$ cat src/rtl/uart_pkg.sv
// Shared UART transmit definitions: frame FSM encoding and default frame geometry.
package uart_pkg;

  typedef enum logic [1:0] {
    ST_IDLE  = 2'd0,
    ST_START = 2'd1,
    ST_DATA  = 2'd2,
    ST_STOP  = 2'd3
  } uart_state_e;

  localparam int unsigned OVERSAMPLE  = 16;
  localparam int unsigned SW          = 5;
  localparam int unsigned DBIT_DEF    = 8;
  localparam int unsigned SB_TICK_DEF = 16;

endpackage

$ cat src/rtl/uart_tx_core.sv
// 8N1-style frame serialiser: takes a byte on load while idle, shifts it out LSB first
// on the 16x oversampling tick and pulses done when the stop bit completes.
module uart_tx_core
  import uart_pkg::*;
#(
  parameter int unsigned DBIT    = DBIT_DEF,
  parameter int unsigned SB_TICK = SB_TICK_DEF
) (
  input  logic            clk,
  input  logic            reset,
  input  logic            s_tick,
  input  logic            load,
  input  logic [DBIT-1:0] load_data,
  output logic            tx,
  output logic            busy,
  output logic            done
);

  localparam int unsigned   NW        = (DBIT > 1) ? $clog2(DBIT) : 1;
  localparam logic [SW-1:0] S_LAST_OS = SW'(OVERSAMPLE - 1);
  localparam logic [SW-1:0] S_LAST_SB = SW'(SB_TICK - 1);
  localparam logic [NW-1:0] N_LAST    = NW'(DBIT - 1);

  uart_state_e     state_q, state_d;
  logic [SW-1:0]   s_q, s_d;
  logic [NW-1:0]   n_q, n_d;
  logic [DBIT-1:0] shift_q, shift_d;
  logic            tx_q, tx_d;
  logic            busy_q, busy_d;
  logic            done_q, done_d;

  always_ff @(posedge clk or posedge reset) begin
    if (reset) begin
      state_q <= ST_IDLE;
      s_q     <= '0;
      n_q     <= '0;
      shift_q <= '0;
      tx_q    <= 1'b1;
      busy_q  <= 1'b0;
      done_q  <= 1'b0;
    end else begin
      state_q <= state_d;
      s_q     <= s_d;
      n_q     <= n_d;
      shift_q <= shift_d;
      tx_q    <= tx_d;
      busy_q  <= busy_d;
      done_q  <= done_d;
    end
  end

  always_comb begin
    state_d = state_q;
    s_d     = s_q;
    n_d     = n_q;
    shift_d = shift_q;
    done_d  = 1'b0;
    unique case (state_q)
      ST_IDLE: begin
        if (load) begin
          shift_d = load_data;
          s_d     = '0;
          n_d     = '0;
          state_d = ST_START;
        end
      end
      ST_START: begin
        if (s_tick) begin
          if (s_q == S_LAST_OS) begin
            s_d     = '0;
            state_d = ST_DATA;
          end else begin
            s_d = s_q + SW'(1);
          end
        end
      end
      ST_DATA: begin
        if (s_tick) begin
          if (s_q == S_LAST_OS) begin
            s_d     = '0;
            shift_d = shift_q >> 1;
            if (n_q == N_LAST) state_d = ST_STOP;
            else               n_d     = n_q + NW'(1);
          end else begin
            s_d = s_q + SW'(1);
          end
        end
      end
      ST_STOP: begin
        if (s_tick) begin
          if (s_q == S_LAST_SB) begin
            s_d     = '0;
            done_d  = 1'b1;
            state_d = ST_IDLE;
          end else begin
            s_d = s_q + SW'(1);
          end
        end
      end
      default: state_d = ST_IDLE;
    endcase

    // Line level and busy follow the next state so they change on the same edge as the FSM.
    busy_d = (state_d != ST_IDLE);
    unique case (state_d)
      ST_START: tx_d = 1'b0;
      ST_DATA:  tx_d = shift_d[0];
      default:  tx_d = 1'b1;
    endcase
  end

  assign tx   = tx_q;
  assign busy = busy_q;
  assign done = done_q;

endmodule

$ cat src/rtl/uart_tx_arbiter.sv
// Two-requester round-robin front end for a single UART transmitter: grants one byte
// per frame, tracks the owner of the frame on the line and feeds the serialiser core.
module uart_tx_arbiter
  import uart_pkg::*;
#(
  parameter int unsigned DBIT    = DBIT_DEF,
  parameter int unsigned SB_TICK = SB_TICK_DEF
) (
  input  logic            clk,
  input  logic            reset,
  input  logic            s_tick,
  input  logic            req0,
  input  logic [DBIT-1:0] din0,
  output logic            gnt0,
  input  logic            req1,
  input  logic [DBIT-1:0] din1,
  output logic            gnt1,
  output logic            tx,
  output logic            busy,
  output logic            owner,
  output logic            tx_done
);

  logic            gnt0_q, gnt0_d;
  logic            gnt1_q, gnt1_d;
  logic            owner_q, owner_d;
  logic            ptr_q, ptr_d;
  logic            load_c;
  logic            pick_c;
  logic [DBIT-1:0] load_data_c;

  always_ff @(posedge clk or posedge reset) begin
    if (reset) begin
      gnt0_q  <= 1'b0;
      gnt1_q  <= 1'b0;
      owner_q <= 1'b0;
      ptr_q   <= 1'b0;
    end else begin
      gnt0_q  <= gnt0_d;
      gnt1_q  <= gnt1_d;
      owner_q <= owner_d;
      ptr_q   <= ptr_d;
    end
  end

  // The pointer flips on the done cycle itself, so a grant in that same cycle already
  // favours the requester that was not just served.
  always_comb begin
    gnt0_d      = 1'b0;
    gnt1_d      = 1'b0;
    owner_d     = owner_q;
    load_c      = 1'b0;
    pick_c      = 1'b0;
    load_data_c = din0;
    ptr_d       = tx_done ? ~owner_q : ptr_q;
    if (!busy && (req0 || req1)) begin
      pick_c      = (req0 && req1) ? ptr_d : req1;
      load_c      = 1'b1;
      owner_d     = pick_c;
      gnt0_d      = ~pick_c;
      gnt1_d      = pick_c;
      load_data_c = pick_c ? din1 : din0;
    end
  end

  uart_tx_core #(
    .DBIT    (DBIT),
    .SB_TICK (SB_TICK)
  ) u_core (
    .clk       (clk),
    .reset     (reset),
    .s_tick    (s_tick),
    .load      (load_c),
    .load_data (load_data_c),
    .tx        (tx),
    .busy      (busy),
    .done      (tx_done)
  );

  assign gnt0  = gnt0_q;
  assign gnt1  = gnt1_q;
  assign owner = owner_q;

endmodule

$ cat config.mk
export PLATFORM = sky130hd
export DESIGN_NAME = uart_tx_arbiter
export DESIGN_NICKNAME = d
export VERILOG_FILES = /design/src/rtl/uart_pkg.sv /design/src/rtl/uart_tx_core.sv /design/src/rtl/uart_tx_arbiter.sv
export SDC_FILE = /design/constraint.sdc
export NUM_CORES = 1
export LEC_CHECK = 0
export BUFFER_PORTS_ARGS = -buffer_cell sky130_fd_sc_hd__buf_2
export CORE_MARGIN = 1
export CORE_UTILIZATION = 48
export CTS_CLUSTER_DIAMETER = 60
export DETAILED_ROUTE_END_ITERATION = 8
export PLACE_DENSITY = 0.74
export REMOVE_ABC_BUFFERS = 1
export SLEW_MARGIN = 20
export SYNTH_ARGS = -nofsm -noshare
export SYNTH_HDL_FRONTEND = slang
export SYNTH_SLANG_ARGS = --single-unit
$ cat constraint.sdc
create_clock -name clk -period 1.7 [get_ports clk]
set_input_delay 0.255 -clock clk [delete_from_list [all_inputs] [get_ports clk]]
set_output_delay 0.255 -clock clk [all_outputs]
set_load 0.01 [all_outputs]
==> out/qor.csv, run 1 <==
stage,metric,value,unit
outcome,status,completed,
grt,grt_max_degree,26,
die,die_w,54.27,µm
layout,syn_to_final_growth,20.99,%
timing,maxSlewViolCount,0,
clock_tree,clockRootBuffer,clkbuf_4,
layout,antennaDiodeCount,0,
synth,syn_area,1311,µm²
route,finalWirelength,2642,µm
synth,synthArstFlopShare,1.000,
critical_path,critPathRequiredTime,1.94,ns
die,dieArea,2945,µm²
power,power.density,1324,nW/µm²
layout,drive_above_1_share,0.3684,
power,irDropWorstVdd,0.0008381,V
timing,setup_tns,0,ns
die,fp.coreArea,2522,µm²
synth,synthCells,113,
placed_design,hpwl,2040,µm
route,route.detailed.vias_per_inst,5.687,
power,clock_power_share,0.126,
synth,avgSynthCellArea,11.60,µm²
power,power_frac_seq,0.461,
route,dr.pass1.iters,4,
power,switching_share,0.3648,
route,dr_total_vias,1035,
timing,fin_crit_sh,0.9685,
synth,yosysSeqAreaShare,0.4781,
grt,first_global_vias,932,
worst_hold_path,hp-class,in -> reg,
flow_run,drv_cap,0,
clock_tree,htree_levels,1,
route,drt_iter0_drc,25,
critical_path,r2r-end,u_core.tx,
route,drc,0,
clock_tree,clock-sinks,25,
layout,nets,177,
grt,antenna_found_initial,0,
clock_tree,clk_path_buf_depth,2,
grt,met3_usage,0.03333,
synth,synth_ff_type,dfrtp_1,
layout,fin_area,1587,µm²
critical_path,path_max_fanout,4,
grt,grt_usage,0.1918,
layout,post-route-util,0.6290,
die,io_pins,27,
placed_design,place_congestion,0.7635,
synth,synth_seq_cells,25,
timing,finClkSkew,0.009325,ns
layout,mostFrequentLayoutCells,"26 x buf_2, 24 x dfrtp_1, 11 x nand2_1",
critical_path,startpoint_type,flop,
layout,final_common_cell,buf_2,
critical_path,startpoint,u_core.s_q[1],
clock_tree,cts_tree,done,
placed_design,postPlaceCellArea,1516,µm²
grt,grt_overflow,0,
synth,synth-warning-count,0,
clock_tree,worstSkewPairLatency,0.32,ns
timing,slew_headroom,0.6873,
clock_tree,cts_buffers,3,
power,p_int,0.001334,W
route,drtAntennaViolNets,0,
critical_path,path_class,reg -> reg,
die,start_util,0.5198,
die,rows,18,
critical_path,worstPathArrival,1.89,ns
timing,setup_viol,0,
critical_path,worstSetupEndpoint,u_core.tx,
power,power.switching,0.0007660,W
timing,hold_viol,0,
power,combPwrFrac,0.413,
grt,use_met1,0.2382,
timing,worst_slew_pin_slew,0.4690,ns
timing,fmax,607.4,MHz
route,post_drt_wl_per_cell,14.52,µm
timing,period_minus_slack,1.646,ns
critical_path,reg2reg_slack,0.05,ns
synth,synth_edf_count,0,
grt,grt-busiest-layer,met2,
critical_path,reg2regPathDepth,5,
clock_tree,clkSlewWorstSetupHoldPaths,0.14,ns
placed_design,port_buffers,26,
grt,use_met2,0.3333,
critical_path,end_kind,flop,
die,die_y,54.27,µm
grt,grt_pass1_wl,3988,µm
power,p_leak,0.7795,nW
critical_path,timing.rr.start,u_core.s_q[1],
synth,synth_cell_type_count,40,
power,finalPower,0.002100,W
synth_stat cells (2+ instances only):
master | instances | area [µm²]
nor2_1 | 8 | 30.03
nand3b_1 | 2 | 15.01
nand2b_1 | 5 | 31.28
a221o_1 | 7 | 70.07
inv_1 | 3 | 11.26
buf_6 | 2 | 22.52
nand2_1 | 11 | 41.29
nand3_1 | 6 | 30.03
ha_1 | 3 | 37.54
a22o_1 | 8 | 70.07
a311oi_4 | 2 | 52.55
a21oi_1 | 2 | 10.01
o21ai_0 | 2 | 10.01
nor2_2 | 2 | 12.51
a31oi_1 | 2 | 12.51
dfrtp_1 | 24 | 600.6
layer usage:
metal  vias to the layer above  part of all wire
met5                         -                 0
met4                         0            0.0053
met2                        31              0.48
met1                       490              0.47
met3                         2             0.050
li1                        512                 -
logic make-up after synthesis:
family	after synthesis	share of synthesized area
AO/OA/AOI/OAI	32	0.2367
XOR/XNOR	2	0.01336
adder cells (fa/ha/maj)	3	0.02863
buffers and inverters	5	0.02576
flip-flops	25	0.4781
multiplexers	3	0.02767
AND/OR/NAND/NOR	43	0.1899
final cells by class:
| cell class | instances | area [µm²] |
|---|---|---|
| Clock buffer | 3 | 22.52 |
| Clock inverter | 1 | 5.005 |
| Fill cell | 203 | 935.9 |
| Inverter | 3 | 11.26 |
| Multi-Input combinational cell | 83 | 668.1 |
| Sequential cell | 25 | 626.9 |
| Tap cell | 30 | 37.54 |
| Timing Repair Buffer | 37 | 215.2 |
through the flow:
stage | instances | worst slack [ns] | hold WS [ns]
floorplan | 111 | 0.06531 | 0.2816
global placement | 175 | 0.08234 | 0.3114
detailed placement | 175 | 0.02339 | 0.3207
CTS | 181 | 0.01565 | 0.1482
global route | 182 | -0.01985 | 0.1502
finish | 182 | 0.05357 | 0.1554
critical path: stages (launching register included):
cell and delay [ns]:
dfrtp_1 0.45, ha_4 0.19, and4b_1 0.18, and2_4 0.18
mux2_4 0.30, a221oi_2 0.27
worst min-delay path by stage:
stage,cells past startpoint,slack (ns),from,to
CTS,2,0.15,din1[3],u_core.shift_q[3]
finish,2,0.16,din1[3],u_core.shift_q[3]
global route,2,0.15,din1[3],u_core.shift_q[3]
floorplan,1,0.28,reset,gnt0
global placement,3,0.31,reset,u_core.n_q[2]
detailed placement,3,0.32,reset,u_core.n_q[1]
power groups by stage:
stage	sequential (W)	clock [W]	combinational [W]
finish	0.000968	0.000264	0.000868
global route	0.000995	0.000289	0.000962
CTS	0.000952	0.000271	0.000847
detailed placement	0.000969	0	0.000821
global placement	0.000959	0	0.000796
floorplan	0.000981	0	0.000535
what timing repair did:
action | 4_1_cts | 5_1_grt
setup endpoints to repair | 2 | 2
setup buffers | 1 | 1
gates resized for setup | 1 | 2
endpoints found under the hold margin | 24 | 0
hold buffers | 1 | 0
flip-flops by register name, summed over array words and instances, names as in the netlist:
| register | flops |
|---|---|
| u_core.tx | 1 |
| owner | 1 |
| gnt0 | 1 |
| u_core.busy | 1 |
| u_core.shift_q | 8 |
| ptr_q | 1 |
| gnt1 | 1 |
| u_core.done | 1 |
| u_core.s_q | 5 |
| u_core.n_q | 3 |
| u_core.state_q | 2 |
No activity file was read; power rests on OpenSTA's default activity.
==> inputs of run 2 (changes only) <==
Settings changed: CORE_MARGIN 1 to 5, GPL_TIMING_DRIVEN from default to 0.
==> out/qor.csv, run 2 (synthesis results as in run 1) <==
stage,metric,value,unit,change
timing,fmax,601.8,MHz,was 607.4 MHz
critical_path,path_max_fanout,4,,unchanged
timing,fin_crit_sh,0.9774,,was 0.9685
power,combPwrFrac,0.390,,was 0.413
power,clock_power_share,0.127,,was 0.126
clock_tree,htree_levels,1,,unchanged
timing,slew_headroom,0.4011,,was 0.6873
critical_path,critPathRequiredTime,1.93,ns,was 1.94 ns
flow_run,drv_cap,0,,unchanged
layout,final_common_cell,buf_2,,unchanged
placed_design,hpwl,2057,µm,was 2040 µm
timing,setup_tns,0,ns,unchanged
placed_design,port_buffers,26,,unchanged
timing,fin_ws,0.03840,ns,was 0.05357 ns
power,power.density,1330,nW/µm²,was 1324 nW/µm²
critical_path,startpoint_type,flop,,unchanged
grt,antenna_found_initial,0,,unchanged
placed_design,place_congestion,0.8412,,was 0.7635
die,start_util,0.4881,,was 0.5198
power,p_int,0.001306,W,was 0.001334 W
die,rows,19,,was 18
route,post_drt_wl_per_cell,15.50,µm,was 14.52 µm
timing,finClkSkew,0.003531,ns,was 0.009325 ns
timing,worst_slew_pin_slew,0.8929,ns,was 0.4690 ns
power,power_frac_seq,0.482,,was 0.461
timing,rsz0062_at_grt,yes,,
grt,grt_max_degree,26,,unchanged
timing,setup_viol,0,,unchanged
worst_hold_path,hp-class,in -> async,,was in -> reg
die,io_pins,27,,unchanged
clock_tree,clkSlewWorstSetupHoldPaths,0.13,ns,was 0.14 ns
power,switching_share,0.3615,,was 0.3648
clock_tree,cts_tree,done,,unchanged
die,dieArea,3877,µm²,was 2945 µm²
route,dr.pass1.iters,4,,unchanged
clock_tree,clock-sinks,25,,unchanged
layout,antennaDiodeCount,0,,unchanged
clock_tree,worstSkewPairLatency,0.31,ns,was 0.32 ns
critical_path,worstPathArrival,1.89,ns,about the same
layout,post-route-util,0.5724,,was 0.6290
grt,first_global_vias,1057,,was 932
layout,regMostFlops,u_core.shift_q,,unchanged
timing,maxSlewViolCount,0,,unchanged
layout,mostFrequentLayoutCells,"26 x buf_2, 24 x dfrtp_1, 11 x nand2_1",,unchanged
outcome,status,finished with violations,,was completed
timing,hold-worst-slack,-0.0005729,ns,was 0.1554 ns
route,dr_total_vias,1026,,"was 1,035"
power,power.switching,0.0007392,W,was 0.0007660 W
outcome,violations,negative hold slack,,
power,p_leak,0.7434,nW,was 0.7795 nW
critical_path,path_class,reg -> reg,,unchanged
die,die_w,62.27,µm,was 54.27 µm
route,drc,0,,unchanged
route,finalWirelength,2743,µm,was 2642 µm
layout,syn_to_final_growth,17.27,%,was 20.99%
grt,grt_overflow,0,,unchanged
die,fp.coreArea,2686,µm²,was 2522 µm²
critical_path,end_kind,flop,,unchanged
clock_tree,clockRootBuffer,clkbuf_4,,unchanged
die,die_y,62.27,µm,was 54.27 µm
critical_path,reg2reg_slack,0.04,ns,was 0.05 ns
clock_tree,clk_path_buf_depth,2,,unchanged
route,drtAntennaViolNets,0,,unchanged
layout,nets,171,,was 177
timing,hold_viol,4,,was 0
layout,fillers,244,,was 203
placed_design,dp_slack,-0.1371,ns,was 0.02339 ns
timing,period_minus_slack,1.662,ns,was 1.646 ns
grt,grt_usage,0.1470,,was 0.1918
route,drt_iter0_drc,49,,was 25
layout,top_regs,"u_core.shift_q x8, u_core.s_q x5, u_core.n_q x3",,unchanged
clock_tree,cts_buffers,3,,unchanged
route,route.detailed.vias_per_inst,5.797,,was 5.687
grt,grt_pass1_wl,4650,µm,was 3988 µm
power,irDropWorstVdd,0.0008968,V,was 0.0008381 V
layout,drive_above_1_share,0.3493,,was 0.3684
layout,largest_reg_flops,8,,unchanged
-- run 2: path summary, 6_finish.rpt --
path,endpoint,startpoint,depth (start not counted)
worst max-delay path,u_core.tx,u_core.s_q[0],5
worst min-delay path,u_core.s_q[0],reset,2
worst max register to register,u_core.tx,u_core.s_q[0],5
worst min register to register,u_core.n_q[1],u_core.n_q[1],1
max in group asynchronous,u_core.shift_q[7],reset,2
min in group clk,u_core.shift_q[7],din1[7],2
-- run 2: layer usage --
layer | up-vias | track usage | share of wire
met3 | 4 | 0.06486 | 0.075
met4 | 0 | 0.03979 | 0.017
met1 | 491 | 0.1609 | 0.42
li1 | 503 | - | -
met2 | 28 | 0.2565 | 0.49
met5 | - | 0 | 0
-- run 2: power groups by stage --
stage | combinational, W | sequential, W | clock [W]
after floorplan | 0.000535 | 0.000981 | 0
after global placement | 0.000695 | 0.000992 | 0
after detailed placement | 0.000719 | 0.00100 | 0
after CTS | 0.000789 | 0.000981 | 0.000271
after global routing | 0.000888 | 0.00101 | 0.000302
final | 0.000798 | 0.000986 | 0.000261
-- run 2: critical path, cell delays in order, from the launching register on --
cell,delay [ns]
dfrtp_1,0.38
ha_2,0.21
and4b_1,0.24
and2_4,0.19
mux2_4,0.30
a221oi_2,0.26
-- run 2: repair_timing --
item	4_1_cts	5_1_grt
setup buffers	2	3
pin swaps	1	4
resized for setup	3	1
hold buffers	0	0
endpoints found under the hold margin	0	0
setup endpoints to repair	9	9
-- run 2: area by class of cell --
cell class / count / area (µm²) / share of cell area
Multi-Input combinational cell: 83 / 666.9 / 0.4337
Sequential cell: 25 / 626.9 / 0.4076
Timing Repair Buffer: 31 / 167.7 / 0.1090
Tap cell: 31 / 38.79 / 0.02522
Clock buffer: 4 / 26.28 / 0.01709
Inverter: 3 / 11.26 / 0.007323
-- run 2: stage by stage --
| step | std cells | total power [W] | instance area, µm² | hold WS, ns |
|---|---|---|---|---|
| after floorplan | 111 | 0.001516 | 1289 | 0.2816 |
| after global placement | 168 | 0.001686 | 1458 | 0.4883 |
| after detailed placement | 168 | 0.001722 | 1458 | 0.4968 |
| after CTS | 174 | 0.002041 | 1509 | 0.1584 |
| after global routing | 177 | 0.002204 | 1538 | 0.03667 |
| final | 177 | 0.002045 | 1538 | -0.0005729 |
==> inputs of run 3 (changes only) <==
Settings changed: CORE_MARGIN 5 to 4.
==> out/qor.csv, run 3 (synthesis results as in run 1) <==
stage,metric,value,unit,change
outcome,status,completed,,was finished with violations
power,irDropWorstVdd,0.0009040,V,was 0.0008968 V
layout,nets,173,,was 171
grt,first_global_vias,1022,,"was 1,057"
timing,hold_viol,0,,was 4
power,power.density,1326,nW/µm²,was 1330 nW/µm²
layout,largest_reg_flops,8,,unchanged
die,fp.coreArea,2545,µm²,was 2686 µm²
timing,period_minus_slack,1.676,ns,was 1.662 ns
timing,fmax,596.5,MHz,was 601.8 MHz
grt,grt_overflow,0,,unchanged
layout,regMostFlops,u_core.shift_q,,unchanged
layout,final_common_cell,buf_2,,unchanged
critical_path,cpPeakStageDelay,0.38,ns,about the same
die,io_pins,27,,unchanged
critical_path,slowest_stage,dfrtp_1,,unchanged
placed_design,dp_slack,-0.1297,ns,was -0.1371 ns
clock_tree,clk_path_buf_depth,2,,unchanged
clock_tree,clock-sinks,25,,unchanged
critical_path,path_delay_family,simple AND/OR/NAND/NOR gates,,unchanged
critical_path,worstPathArrival,1.92,ns,was 1.89 ns
layout,drive_above_1_share,0.3581,,was 0.3493
clock_tree,cts_buffers,3,,unchanged
timing,finClkSkew,0.005775,ns,was 0.003531 ns
layout,fillers,223,,was 244
die,die_y,60.27,µm,was 62.27 µm
power,finalPower,0.002068,W,was 0.002045 W
critical_path,startpoint_type,flop,,unchanged
clock_tree,worstSkewPairLatency,0.32,ns,was 0.31 ns
die,die_w,60.27,µm,was 62.27 µm
timing,setup_tns,0,ns,unchanged
die,dieArea,3632,µm²,was 3877 µm²
placed_design,port_buffers,26,,unchanged
clock_tree,clkSlewWorstSetupHoldPaths,0.13,ns,about the same
route,dr_total_vias,1055,,"was 1,026"
die,start_util,0.5152,,was 0.4881
clock_tree,htree_levels,1,,unchanged
route,dr.pass1.iters,6,,was 4
layout,antennaDiodeCount,0,,unchanged
flow_run,drv_cap,0,,unchanged
placed_design,place_congestion,0.8322,,was 0.8412
route,post_drt_wl_per_cell,15.52,µm,was 15.50 µm
critical_path,path_class,reg -> reg,,unchanged
grt,grt_pass1_wl,4512,µm,was 4650 µm
route,route.detailed.vias_per_inst,5.927,,was 5.797
grt,grt_max_degree,26,,unchanged
timing,fin_ws,0.02350,ns,was 0.03840 ns
route,drt_iter0_drc,86,,was 49
critical_path,crit_buf_inv,0,,unchanged
grt,antenna_found_initial,0,,unchanged
critical_path,critPathRequiredTime,1.95,ns,was 1.93 ns
critical_path,end_kind,flop,,unchanged
timing,slew_headroom,0.3631,,was 0.4011
route,drtAntennaViolNets,0,,unchanged
grt,grt_usage,0.1676,,was 0.1470
timing,maxSlewViolCount,0,,unchanged
clock_tree,clockRootBuffer,clkbuf_4,,unchanged
layout,register_area,626.9,µm²,unchanged
power,p_leak,0.7657,nW,was 0.7434 nW
placed_design,hpwl,1890,µm,was 2057 µm
route,drc,0,,unchanged
clock_tree,cts_tree,done,,unchanged
worst_hold_path,hp-class,in -> async,,unchanged
timing,worst_slew_pin_slew,0.9543,ns,was 0.8929 ns
layout,syn_to_final_growth,18.99,%,was 17.27%
critical_path,cp_cell_sequence,ha_2 > and4b_1 > and2_4 > mux2_4 > a221oi_2,,unchanged
layout,top_regs,"u_core.shift_q x8, u_core.s_q x5, u_core.n_q x3",,unchanged
critical_path,path_max_fanout,4,,unchanged
layout,mostFrequentLayoutCells,"26 x buf_2, 24 x dfrtp_1, 11 x nand2_1",,unchanged
layout,multi_input_comb_area,675.6,µm²,was 666.9 µm²
route,finalWirelength,2763,µm,was 2743 µm
timing,fin_crit_sh,0.9862,,was 0.9774
timing,setup_viol,0,,unchanged
die,rows,18,,was 19
run 3: changes by cell type in the layout (fill, tap and decap cells not counted), sizes merged:
cell	delta
buf	+2
clkinv	-1
inv	+1
run 3: timing repair:
action / 4_1_cts / 5_1_grt
setup endpoints to repair: 9 / 7
resized for setup: 2 / 3
hold buffers: 0 / 0
buffers inserted: 4 / 3
pin swaps: 1 / 1
run 3: layout make-up:
class / count / area share
Multi-Input combinational cell: 83 / 0.4330
Sequential cell: 25 / 0.4018
Timing Repair Buffer: 33 / 0.1171
Tap cell: 30 / 0.02406
Clock buffer: 4 / 0.01684
Inverter: 3 / 0.007217
run 3: power breakdown:
part | total, W | switching (W) | internal (W)
Combinational | 0.000805 | 0.000394 | 0.000411
Clock | 0.000269 | 0.000177 | 0.0000921
Sequential | 0.000995 | 0.000187 | 0.000807
Total | 0.00207 | 0.000758 | 0.00131
run 3: per-stage QoR:
step | instance area (µm²) | hold slack, ns | instances | utilization
6_report | 1560 | 0.1204 | 178 | 0.6131
5_1_grt | 1560 | 0.1372 | 178 | 0.6131
4_1_cts | 1520 | 0.1383 | 175 | 0.5973
3_5_place_dp | 1456 | 0.4891 | 167 | 0.5723
3_3_place_gp | 1456 | 0.4864 | 167 | 0.5723
2_1_floorplan | 1289 | 0.2816 | 111 | -
run 3: path summary, 6_finish.rpt:
kind | from | endpoint | slack, ns | cells after the start
max in group asynchronous | reset | u_core.state_q[0] | 1.00 | 2
min | reset | u_core.shift_q[6] | 0.12 | 2
max | u_core.s_q[0] | u_core.tx | 0.02 | 5
min in group clk | din1[7] | u_core.shift_q[7] | 0.15 | 2
max reg2reg | u_core.s_q[0] | u_core.tx | 0.02 | 5
min reg2reg | u_core.n_q[1] | u_core.n_q[1] | 0.52 | 1
run 3: per-layer routing:
layer,vias to the layer above,global-route usage,wire (µm)
met5,-,0,0
met4,0,0.08861,63
met3,7,0.02160,155
met2,37,0.2716,1301
met1,510,0.2159,1243
li1,501,-,-
run 3: worst reg2reg max path, cell delays in order (launching register included):
cell and delay, ns:
dfrtp_1 0.38, ha_2 0.23, and4b_1 0.24, and2_4 0.18, mux2_4 0.30, a221oi_2 0.27
